--- src/rtl/uart_transmitter.sv ---
// 8N1 UART transmitter: start bit, eight data bits LSB first, stop bit.
// Transmit is a level request; holding it high yields back-to-back frames.
module uart_transmitter #(
    parameter int CLK_FREQ  = 100_000_000,
    parameter int BAUD_RATE = 9600,
    parameter int BAUD_DIV  = CLK_FREQ / BAUD_RATE
) (
    input  logic       clk,
    input  logic       rst_n,
    input  logic       Transmit,
    input  logic [7:0] data,
    output logic       TxD
);

    localparam int CNT_W = (BAUD_DIV > 1) ? $clog2(BAUD_DIV) : 1;
    localparam logic [CNT_W-1:0] CNT_MAX = CNT_W'(BAUD_DIV - 1);

    typedef enum logic [1:0] {
        IDLE,
        START,
        DATA,
        STOP
    } state_t;

    logic [1:0]       rst_pipe;
    logic             rst_sync_n;

    state_t           state;
    state_t           state_nxt;
    logic [CNT_W-1:0] cnt;
    logic [CNT_W-1:0] cnt_nxt;
    logic [2:0]       idx;
    logic [2:0]       idx_nxt;
    logic [7:0]       shreg;
    logic [7:0]       shreg_nxt;
    logic             txd_q;
    logic             txd_nxt;
    logic             bit_end;

    // Assert asynchronously, release only after two clean clock edges
    always_ff @(posedge clk or negedge rst_n) begin
        if (!rst_n) begin
            rst_pipe <= 2'b00;
        end else begin
            rst_pipe <= {rst_pipe[0], 1'b1};
        end
    end

    assign rst_sync_n = rst_pipe[1];

    always_ff @(posedge clk or negedge rst_sync_n) begin
        if (!rst_sync_n) begin
            state <= IDLE;
            cnt   <= '0;
            idx   <= '0;
            shreg <= '0;
            txd_q <= 1'b1;
        end else begin
            state <= state_nxt;
            cnt   <= cnt_nxt;
            idx   <= idx_nxt;
            shreg <= shreg_nxt;
            txd_q <= txd_nxt;
        end
    end

    assign bit_end = (cnt == CNT_MAX);

    always_comb begin
        state_nxt = state;
        cnt_nxt   = cnt;
        idx_nxt   = idx;
        shreg_nxt = shreg;
        txd_nxt   = txd_q;
        unique case (state)
            IDLE: begin
                txd_nxt = 1'b1;
                if (Transmit) begin
                    shreg_nxt = data;
                    cnt_nxt   = '0;
                    idx_nxt   = '0;
                    txd_nxt   = 1'b0;
                    state_nxt = START;
                end
            end
            START: begin
                if (bit_end) begin
                    cnt_nxt   = '0;
                    txd_nxt   = shreg[0];
                    shreg_nxt = {1'b0, shreg[7:1]};
                    state_nxt = DATA;
                end else begin
                    cnt_nxt = cnt + CNT_W'(1);
                end
            end
            DATA: begin
                if (bit_end) begin
                    cnt_nxt = '0;
                    // The last data bit hands over to the stop bit
                    if (idx == 3'd7) begin
                        txd_nxt   = 1'b1;
                        state_nxt = STOP;
                    end else begin
                        idx_nxt   = idx + 3'd1;
                        txd_nxt   = shreg[0];
                        shreg_nxt = {1'b0, shreg[7:1]};
                    end
                end else begin
                    cnt_nxt = cnt + CNT_W'(1);
                end
            end
            STOP: begin
                txd_nxt = 1'b1;
                if (bit_end) begin
                    cnt_nxt   = '0;
                    state_nxt = IDLE;
                end else begin
                    cnt_nxt = cnt + CNT_W'(1);
                end
            end
            default: begin
                txd_nxt   = 1'b1;
                cnt_nxt   = '0;
                state_nxt = IDLE;
            end
        endcase
    end

    assign TxD = txd_q;

endmodule

--- config.mk ---
export PLATFORM = sky130hd
export DESIGN_NAME = uart_transmitter
export DESIGN_NICKNAME = d
export VERILOG_FILES = /design/src/rtl/uart_transmitter.sv
export SDC_FILE = /design/constraint.sdc
export NUM_CORES = 1
export LEC_CHECK = 0
export CORE_UTILIZATION = 34
export CTS_BUF_LIST = sky130_fd_sc_hd__clkbuf_8
export DETAILED_ROUTE_END_ITERATION = 8
export GPL_TIMING_DRIVEN = 0
export PLACE_DENSITY = 0.58
export REMOVE_ABC_BUFFERS = 1
export SKIP_LAST_GASP = 1
export SLEW_MARGIN = 20
export SYNTH_ARGS = -nofsm -noshare
export SYNTH_HDL_FRONTEND = slang
export SYNTH_SLANG_ARGS = --single-unit
--- constraint.sdc ---
create_clock -name clk -period 1.1 [get_ports clk]
set_clock_uncertainty 0.2 [all_clocks]
set_input_delay 0.22 -clock clk [delete_from_list [all_inputs] [get_ports clk]]
set_output_delay 0.22 -clock clk [all_outputs]
set_load 0.01 [all_outputs]
==> results of run 1 <==
## final cells by class
type | count | area (um^2)
clock buffer | 6 | 82.6
clock inverter | 2 | 7.51
fill | 406 | 2440
inverter | 8 | 30.0
multi-input combinational | 124 | 1140
sequential | 30 | 759
tap | 67 | 83.8
timing repair buffer | 35 | 312
## where the power goes
group	switching (W)	leakage, nW	internal (W)	total [W]
Clock	0.000409	0.0538	0.000491	0.000900
Combinational	0.00000819	0.566	0.0000345	0.0000427
Sequential	0.0000203	0.354	0.00111	0.00113
## placed cells by master (no fill, tap or decap), types with 2 or more instances in the layout
cell type	n
sky130_fd_sc_hd__a211oi_2	2
sky130_fd_sc_hd__a21o_1	3
sky130_fd_sc_hd__a22o_1	2
sky130_fd_sc_hd__and4_4	3
sky130_fd_sc_hd__buf_4	19
sky130_fd_sc_hd__buf_6	3
sky130_fd_sc_hd__clkbuf_8	6
sky130_fd_sc_hd__clkdlybuf4s50_1	10
sky130_fd_sc_hd__dfrtp_1	23
sky130_fd_sc_hd__dfrtp_2	6
sky130_fd_sc_hd__ha_1	5
sky130_fd_sc_hd__ha_4	3
sky130_fd_sc_hd__inv_1	8
sky130_fd_sc_hd__inv_2	2
sky130_fd_sc_hd__mux2_2	7
sky130_fd_sc_hd__mux2_4	9
sky130_fd_sc_hd__nand2_1	14
sky130_fd_sc_hd__nand3_1	4
sky130_fd_sc_hd__nand3_2	2
sky130_fd_sc_hd__nand3b_1	4
sky130_fd_sc_hd__nand4_1	3
sky130_fd_sc_hd__nor2_1	8
sky130_fd_sc_hd__nor3_1	3
sky130_fd_sc_hd__nor3b_2	2
sky130_fd_sc_hd__nor4_1	3
sky130_fd_sc_hd__o211ai_1	5
sky130_fd_sc_hd__o21ai_0	3
sky130_fd_sc_hd__o31ai_1	6
sky130_fd_sc_hd__or3_1	2
sky130_fd_sc_hd__or4_4	2
## metrics by stage
step           worst slack (ps)  utilization [%]  hold WS, ps  setup TNS (ps)
3_3_place_gp              -1510             39.4          139          -42410
3_5_place_dp              -1620             39.4          145          -47190
2_1_floorplan             -1200                -         -276          -24270
5_1_grt                    -972             49.7          149          -24140
6_report                   -953             49.7         90.1          -23000
4_1_cts                    -921             47.9          117          -21590
## path summary, 6_finish.rpt
path | end | startpoint | depth (start not counted) | slack (ps)
max in group asynchronous | rst_pipe[1]$_DFF_PN0_ | rst_n | 2 | 120
setup reg to reg | shreg[3]$_DFFE_PN0P_ | cnt[1]$_DFFE_PN0P_ | 6 | -950
setup / recovery | shreg[3]$_DFFE_PN0P_ | cnt[1]$_DFFE_PN0P_ | 6 | -950
hold reg to reg | cnt[13]$_DFFE_PN0P_ | rst_pipe[1]$_DFF_PN0_ | 0 | 90
hold / removal | cnt[13]$_DFFE_PN0P_ | rst_pipe[1]$_DFF_PN0_ | 0 | 90
min in group clk | rst_pipe[1]$_DFF_PN0_ | rst_pipe[0]$_DFF_PN0_ | 0 | 160
## per-layer routing
layer  vias up  GRT usage [%]
met1       756           20.6
met3        10           4.07
li1        701              -
met2        59           31.3
met5         -              0
met4         0           6.62
## repair_timing
action	in CTS	in global routing
pin swaps	12	7
hold endpoints to repair	2	0
cloned	3	0
gates resized for setup	42	12
setup endpoints to repair	57	29
buffers inserted	17	6
hold buffers	1	0
## state kept, by name, indices dropped and copies added (netlist names)
| signal | flops |
|---|---|
| rst_pipe | 2 |
| TxD | 1 |
| shreg | 8 |
| idx | 3 |
| cnt | 14 |
| state | 2 |
## worst max-delay path: stages (launching register included)
cell and delay (ps):
sky130_fd_sc_hd__dfrtp_1 410, sky130_fd_sc_hd__ha_4 170, sky130_fd_sc_hd__and4_4 240, sky130_fd_sc_hd__and4_4 260, sky130_fd_sc_hd__o2111a_2 220, sky130_fd_sc_hd__buf_12 140
sky130_fd_sc_hd__mux2_4 300
## kinds of logic after synthesis
family | after synthesis | synth area share (%)
mux | 17 | 12.7
flops | 30 | 42.6
simple gates | 61 | 19.1
compound gates | 35 | 15.2
fa+ha+maj | 8 | 5.67
other cells | 1 | 0.212
buf+inv | 17 | 4.60
==> metrics.txt, run 1 <==
# TYPE chip_impl_metric gauge
chip_impl_metric{name="met3RoutedLength",unit="um"} 224
chip_impl_info{name="violations",value="setup timing"} 1
chip_impl_metric{name="drt_pre_antenna_iters",unit=""} 4
chip_impl_metric{name="antenna_left",unit=""} 0
chip_impl_metric{name="drt-total-wl",unit="mm"} 4.43
chip_impl_metric{name="number_of_global_route_vias_before_repair",unit=""} 1533
chip_impl_metric{name="leakagePower",unit="nW"} 0.975
chip_impl_metric{name="layout-drive-gt1-share",unit="%"} 42.4
chip_impl_info{name="synth-main-ff-cell",value="sky130_fd_sc_hd__dfrtp_1"} 1
chip_impl_metric{name="cp_max_fo",unit=""} 8
chip_impl_info{name="worst_setup_path_category",value="reg2reg"} 1
chip_impl_metric{name="gp_congestion",unit=""} 0.868
chip_impl_info{name="timing.critical_path.from_type",value="register"} 1
chip_impl_metric{name="grt_overflow",unit=""} 0
chip_impl_info{name="status",value="complete, but fails checks"} 1
chip_impl_metric{name="route.detailed.drc",unit=""} 0
chip_impl_info{name="grt_setup_unrepaired",value="true"} 1
chip_impl_metric{name="grt_start_max_net_pins",unit=""} 29
chip_impl_metric{name="start_util",unit="%"} 36.4
chip_impl_metric{name="port_buffers",unit=""} 11
chip_impl_metric{name="required_time_reported_for_the_critical_path_endpoint",unit="ps"} 1060
chip_impl_metric{name="maxcap_viol_count",unit=""} 0
chip_impl_metric{name="ctsLongestPathBuffers",unit=""} 2
chip_impl_info{name="synth.largest_area_cell",value="sky130_fd_sc_hd__dfrtp_1"} 1
chip_impl_metric{name="initialDrtViolationCount",unit=""} 99
chip_impl_metric{name="number_of_synthesized_flops_with_an_enable_pin",unit=""} 0
chip_impl_metric{name="height_of_the_chip",unit="um"} 74.1
chip_impl_info{name="routed.top_layer",value="met4"} 1
chip_impl_metric{name="finish.net_count",unit=""} 223
chip_impl_metric{name="floorplan.core_area",unit="mm^2"} 0.00485
chip_impl_metric{name="clk_transition_reported_paths",unit="ps"} 70
chip_impl_metric{name="maxSlewHeadroom",unit="%"} 58.0
chip_impl_metric{name="number_of_clock_buffers_inserted_by_tritoncts",unit=""} 5
chip_impl_info{name="class_of_the_tightest_hold_or_removal_check",value="reg2async"} 1
chip_impl_info{name="synth.most_common_cell",value="sky130_fd_sc_hd__dfrtp_1"} 1
chip_impl_metric{name="worst_ir_drop_vdd",unit="V"} 0.000700
chip_impl_info{name="synth.top_cells.by_area",value="sky130_fd_sc_hd__dfrtp_1, sky130_fd_sc_hd__mux2_4, sky130_fd_sc_hd__ha_1"} 1
chip_impl_metric{name="die-width",unit="um"} 74.1
chip_impl_metric{name="route.vias.total",unit=""} 1526
chip_impl_metric{name="timing.fmax",unit="GHz"} 0.487
chip_impl_info{name="clock_tree.root_cell",value="sky130_fd_sc_hd__clkbuf_8"} 1
chip_impl_metric{name="yosys.area.top_type_share",unit="%"} 41.1
chip_impl_metric{name="grt_use_total",unit="%"} 17.6
chip_impl_metric{name="max_slew.worst_pin.slew",unit="ps"} 629
chip_impl_info{name="cts_tree",value="yes"} 1
chip_impl_info{name="cp-end-kind",value="register"} 1
chip_impl_metric{name="layout-area-overhead-vs-synth",unit="%"} 36.5
chip_impl_metric{name="io_pins",unit=""} 12
chip_impl_metric{name="grt_antenna_before_repair",unit=""} 0
chip_impl_metric{name="ys_ff_latch",unit=""} 30
chip_impl_metric{name="finish.cell_count_without_fillers",unit=""} 272
chip_impl_metric{name="post-route-period-util",unit="%"} 187
chip_impl_metric{name="final_max_slew_viol_count",unit=""} 0
chip_impl_metric{name="timing_hold_violations_final",unit=""} 0
chip_impl_metric{name="cell_area_after_layout",unit="mm^2"} 0.00241
chip_impl_metric{name="routed-wl-met2",unit="mm"} 2.20
chip_impl_metric{name="synth-async-reset-ratio",unit="%"} 100
chip_impl_metric{name="synth-seq-area-share",unit="%"} 42.6
chip_impl_metric{name="placed_cells_incl_taps",unit=""} 238
chip_impl_metric{name="postSynthCellCount",unit=""} 169
chip_impl_metric{name="routedWlPerCell",unit="um"} 16.3
chip_impl_metric{name="crit_arrival",unit="ps"} 2020
chip_impl_metric{name="dp.final_hpwl",unit="mm"} 2.42
chip_impl_metric{name="power.density",unit="mW/mm^2"} 859
chip_impl_metric{name="n_antenna_cell",unit=""} 0
chip_impl_metric{name="synth.avg_cell_area",unit="um^2"} 10.5
chip_impl_metric{name="count_of_different_cell_masters_after_synthesis",unit=""} 45
chip_impl_metric{name="warnings_synthesis",unit=""} 0
chip_impl_metric{name="post-route-worst-setup-slack",unit="ps"} -953
chip_impl_info{name="ys_top_cells_by_count",value="sky130_fd_sc_hd__dfrtp_1, sky130_fd_sc_hd__nand2_1, sky130_fd_sc_hd__mux2_4, sky130_fd_sc_hd__nor2_1"} 1
chip_impl_metric{name="cts.sinks",unit=""} 30
chip_impl_metric{name="report.final.setup_viol",unit=""} 29
chip_impl_metric{name="clock_insertion_delay_worst_skew",unit="ps"} 280
chip_impl_metric{name="place_area",unit="mm^2"} 0.00191
chip_impl_metric{name="fp-row-count",unit=""} 25
chip_impl_metric{name="met1_routed_wirelength_after_detailed_routing",unit="mm"} 1.93
chip_impl_metric{name="grt_pass1_wl",unit="mm"} 7.23
chip_impl_metric{name="detail_route.vias_per_cell",unit=""} 5.61
chip_impl_metric{name="period_minus_slack",unit="ps"} 2050
chip_impl_metric{name="cts-htree-levels",unit=""} 2
chip_impl_metric{name="mappedNetlistArea",unit="mm^2"} 0.00177
chip_impl_metric{name="design.die.area",unit="mm^2"} 0.00549
chip_impl_metric{name="post-layout-total-power",unit="W"} 0.00207
Power figures use the tool's default switching activity.
==> inputs of run 2 (changes only) <==
CAP_MARGIN = 10   (was default)
PLACE_DENSITY = default   (was 0.58)
PLACE_DENSITY_LB_ADDON = 0.15   (was default)
==> run 2 against run 1 <==
  * Critical path depth fell by 1
  * Worst hold slack worse by 35 ps
  * Sequential power about the same
  * Clock power hardly changed
  * Count of clock-buffer cells in the layout is the same
  * Die area is the same
  * The flow still finishes with violations (setup timing)
  * Register-to-register slack improved by 50 ps
==> metrics.txt, run 2 (same netlist as run 1, synthesis figures left out) <==
# TYPE chip_impl_metric gauge
chip_impl_metric{name="port_buffers",unit=""} 11
chip_impl_info{name="biggestRegsByFlops",value="cnt x14, shreg x8, idx x3"} 1
chip_impl_metric{name="antenna_left",unit=""} 0
chip_impl_metric{name="final_max_slew_viol_count",unit=""} 0
chip_impl_metric{name="grt_start_max_net_pins",unit=""} 29
chip_impl_metric{name="layout-area-overhead-vs-synth",unit="%"} 42.4
chip_impl_metric{name="grt_pass1_wl",unit="mm"} 7.07
chip_impl_metric{name="dp.final_hpwl",unit="mm"} 2.45
chip_impl_metric{name="net-switching-power",unit="W"} 0.000437
chip_impl_metric{name="layout-drive-gt1-share",unit="%"} 45.2
chip_impl_metric{name="design.die.area",unit="mm^2"} 0.00549
chip_impl_metric{name="routedWlPerCell",unit="um"} 16.1
chip_impl_metric{name="finish.net_count",unit=""} 226
chip_impl_metric{name="net_switching_share_of_the_total_power",unit="%"} 21.1
chip_impl_metric{name="leakagePower",unit="nW"} 1.01
chip_impl_metric{name="clock_insertion_delay_worst_skew",unit="ps"} 280
chip_impl_metric{name="crit_arrival",unit="ps"} 1970
chip_impl_metric{name="start_util",unit="%"} 36.4
chip_impl_info{name="crit-reg2reg-capture",value="shreg[3]$_DFFE_PN0P_"} 1
chip_impl_metric{name="drt-total-wl",unit="mm"} 4.42
chip_impl_info{name="reg2reg_launch_point",value="cnt[4]$_DFFE_PN0P_"} 1
chip_impl_info{name="cp-end-kind",value="register"} 1
chip_impl_metric{name="maxcap_viol_count",unit=""} 0
chip_impl_metric{name="final_core_utilization",unit="%"} 51.9
chip_impl_info{name="most-common-layout-cells",value="sky130_fd_sc_hd__dfrtp_1, sky130_fd_sc_hd__buf_4, sky130_fd_sc_hd__nand2_1, sky130_fd_sc_hd__clkdlybuf4s50_1, sky130_fd_sc_hd__mux2_4"} 1
chip_impl_metric{name="gp_congestion",unit=""} 0.833
chip_impl_metric{name="cts.sinks",unit=""} 30
chip_impl_metric{name="post-route-period-util",unit="%"} 182
chip_impl_info{name="crit_start",value="cnt[4]$_DFFE_PN0P_"} 1
chip_impl_metric{name="cts-htree-levels",unit=""} 2
chip_impl_metric{name="floorplan.core_area",unit="mm^2"} 0.00485
chip_impl_info{name="cts_tree",value="yes"} 1
chip_impl_metric{name="period_minus_slack",unit="ps"} 2010
chip_impl_metric{name="power.density",unit="mW/mm^2"} 824
chip_impl_metric{name="ctsLongestPathBuffers",unit=""} 2
chip_impl_metric{name="cp_max_fo",unit=""} 8
chip_impl_metric{name="seq_pwr_share",unit="%"} 54.5
chip_impl_metric{name="clk_transition_reported_paths",unit="ps"} 60
chip_impl_info{name="worst_setup_path_category",value="reg2reg"} 1
chip_impl_metric{name="required_time_reported_for_the_critical_path_endpoint",unit="ps"} 1060
chip_impl_info{name="violations",value="setup timing"} 1
chip_impl_metric{name="multi_input_comb_area",unit="mm^2"} 0.00117
chip_impl_metric{name="report.final.setup_viol",unit=""} 29
chip_impl_metric{name="number_of_global_route_vias_before_repair",unit=""} 1526
chip_impl_metric{name="detail_route.vias_per_cell",unit=""} 5.48
chip_impl_metric{name="grt_antenna_before_repair",unit=""} 0
chip_impl_metric{name="route.detailed.drc",unit=""} 0
chip_impl_metric{name="grt_use_total",unit="%"} 17.4
chip_impl_metric{name="initialDrtViolationCount",unit=""} 57
chip_impl_info{name="grt_setup_unrepaired",value="true"} 1
chip_impl_metric{name="worst_ir_drop_vdd",unit="V"} 0.000729
chip_impl_metric{name="timing_hold_violations_final",unit=""} 0
chip_impl_info{name="registers.top_by_ff_count",value="cnt"} 1
chip_impl_metric{name="die-width",unit="um"} 74.1
chip_impl_metric{name="filler_cell_count",unit=""} 426
chip_impl_info{name="clock_tree.root_cell",value="sky130_fd_sc_hd__clkbuf_8"} 1
chip_impl_metric{name="clkPwrFrac",unit="%"} 43.3
chip_impl_metric{name="reg2reg_slack",unit="ps"} -910
chip_impl_metric{name="fp-row-count",unit=""} 25
chip_impl_metric{name="grt_overflow",unit=""} 0
chip_impl_metric{name="drt_pre_antenna_iters",unit=""} 4
chip_impl_info{name="status",value="complete, but fails checks"} 1
chip_impl_info{name="crit_path_end",value="shreg[3]$_DFFE_PN0P_"} 1
chip_impl_metric{name="height_of_the_chip",unit="um"} 74.1
chip_impl_metric{name="whs",unit="ps"} 55.0
chip_impl_metric{name="route.vias.total",unit=""} 1508
chip_impl_info{name="timing.critical_path.from_type",value="register"} 1
chip_impl_info{name="final_common_cell",value="sky130_fd_sc_hd__dfrtp_1"} 1
chip_impl_metric{name="final.setup.tns",unit="ps"} -22260
chip_impl_metric{name="sequential_cell_area",unit="um^2"} 761
chip_impl_metric{name="n_antenna_cell",unit=""} 0
chip_impl_metric{name="number_of_clock_buffers_inserted_by_tritoncts",unit=""} 5
chip_impl_metric{name="timing.fmax",unit="GHz"} 0.498
chip_impl_metric{name="combPwrFrac",unit="%"} 2.2
chip_impl_metric{name="largest_register_ff_count",unit=""} 14
chip_impl_metric{name="worstRegToRegCells",unit=""} 5
chip_impl_metric{name="post-route-worst-setup-slack",unit="ps"} -906
chip_impl_info{name="class_of_the_tightest_hold_or_removal_check",value="reg2async"} 1
chip_impl_metric{name="io_pins",unit=""} 12
chip_impl_metric{name="power_report.internal_total",unit="W"} 0.00163
## run 2: cell count changes in the layout (fill, tap and decap cells not counted), sizes merged
cell | previous run | this run
buf | 24 | 26
clkbuf | 6 | 7
## run 2: through the flow
| step | power, W | worst slack, ps | area [um^2] | std cells |
|---|---|---|---|---|
| after floorplan | 0.00114 | -1200 | 1720 | 160 |
| after global placement | 0.00119 | -1560 | 1910 | 238 |
| after detailed placement | 0.00119 | -1600 | 1910 | 238 |
| after CTS | 0.00210 | -876 | 2310 | 266 |
| after global routing | 0.00217 | -973 | 2510 | 275 |
| final | 0.00207 | -906 | 2510 | 275 |
## run 2: timing repair
action,CTS,global route
hold endpoints to repair,2,0
setup endpoints to repair,29,30
gates cloned,2,1
resized for setup,39,25
hold buffers,1,0
pin swaps,11,13
buffers inserted,17,8
## run 2: layout make-up
cell class	instances	area share, %
multi-input combinational	124	46.6
clock buffer	6	3.28
inverter	8	1.19
timing repair buffer	38	15.0
tap	67	3.33
sequential	30	30.2
clock inverter	2	0.299
## run 2: how the worst min path moves through the flow
stage	startpoint	endpoint	slack, ps	cells past startpoint
floorplan	rst_n	rst_pipe[0]$_DFF_PN0_	-280	0
finish	rst_pipe[1]$_DFF_PN0_	cnt[9]$_DFFE_PN0P_	50	0
global placement	rst_pipe[0]$_DFF_PN0_	rst_pipe[1]$_DFF_PN0_	140	0
global route	rst_pipe[1]$_DFF_PN0_	cnt[5]$_DFFE_PN0P_	100	0
detailed placement	rst_pipe[1]$_DFF_PN0_	cnt[3]$_DFFE_PN0P_	110	0
CTS	rst_pipe[1]$_DFF_PN0_	cnt[5]$_DFFE_PN0P_	120	0
## run 2: per-layer routing
metal	share of wire (%)	global-route usage, %	routed length [um]
met4	2.8	8.97	123
met5	0	0	0
met3	3.5	4.61	156
met2	50	28.3	2210
met1	44	21.2	1930
## run 2: power by group through the flow
stage / combinational (W) / clock (W) / sequential [W]
after floorplan: 0.00000164 / 0 / 0.00114
after global placement: 0.0000375 / 0 / 0.00115
after detailed placement: 0.0000389 / 0 / 0.00115
after CTS: 0.0000456 / 0.000924 / 0.00113
after global routing: 0.0000480 / 0.000988 / 0.00113
final: 0.0000449 / 0.000898 / 0.00113
## run 2: worst max-delay path, cell delays in order, from the launching register on
cell                       delay [ps]
sky130_fd_sc_hd__dfrtp_2          430
sky130_fd_sc_hd__nor4bb_4         320
sky130_fd_sc_hd__and4_4           290
sky130_fd_sc_hd__o2111a_2         210
sky130_fd_sc_hd__buf_12           140
sky130_fd_sc_hd__mux2_4           290
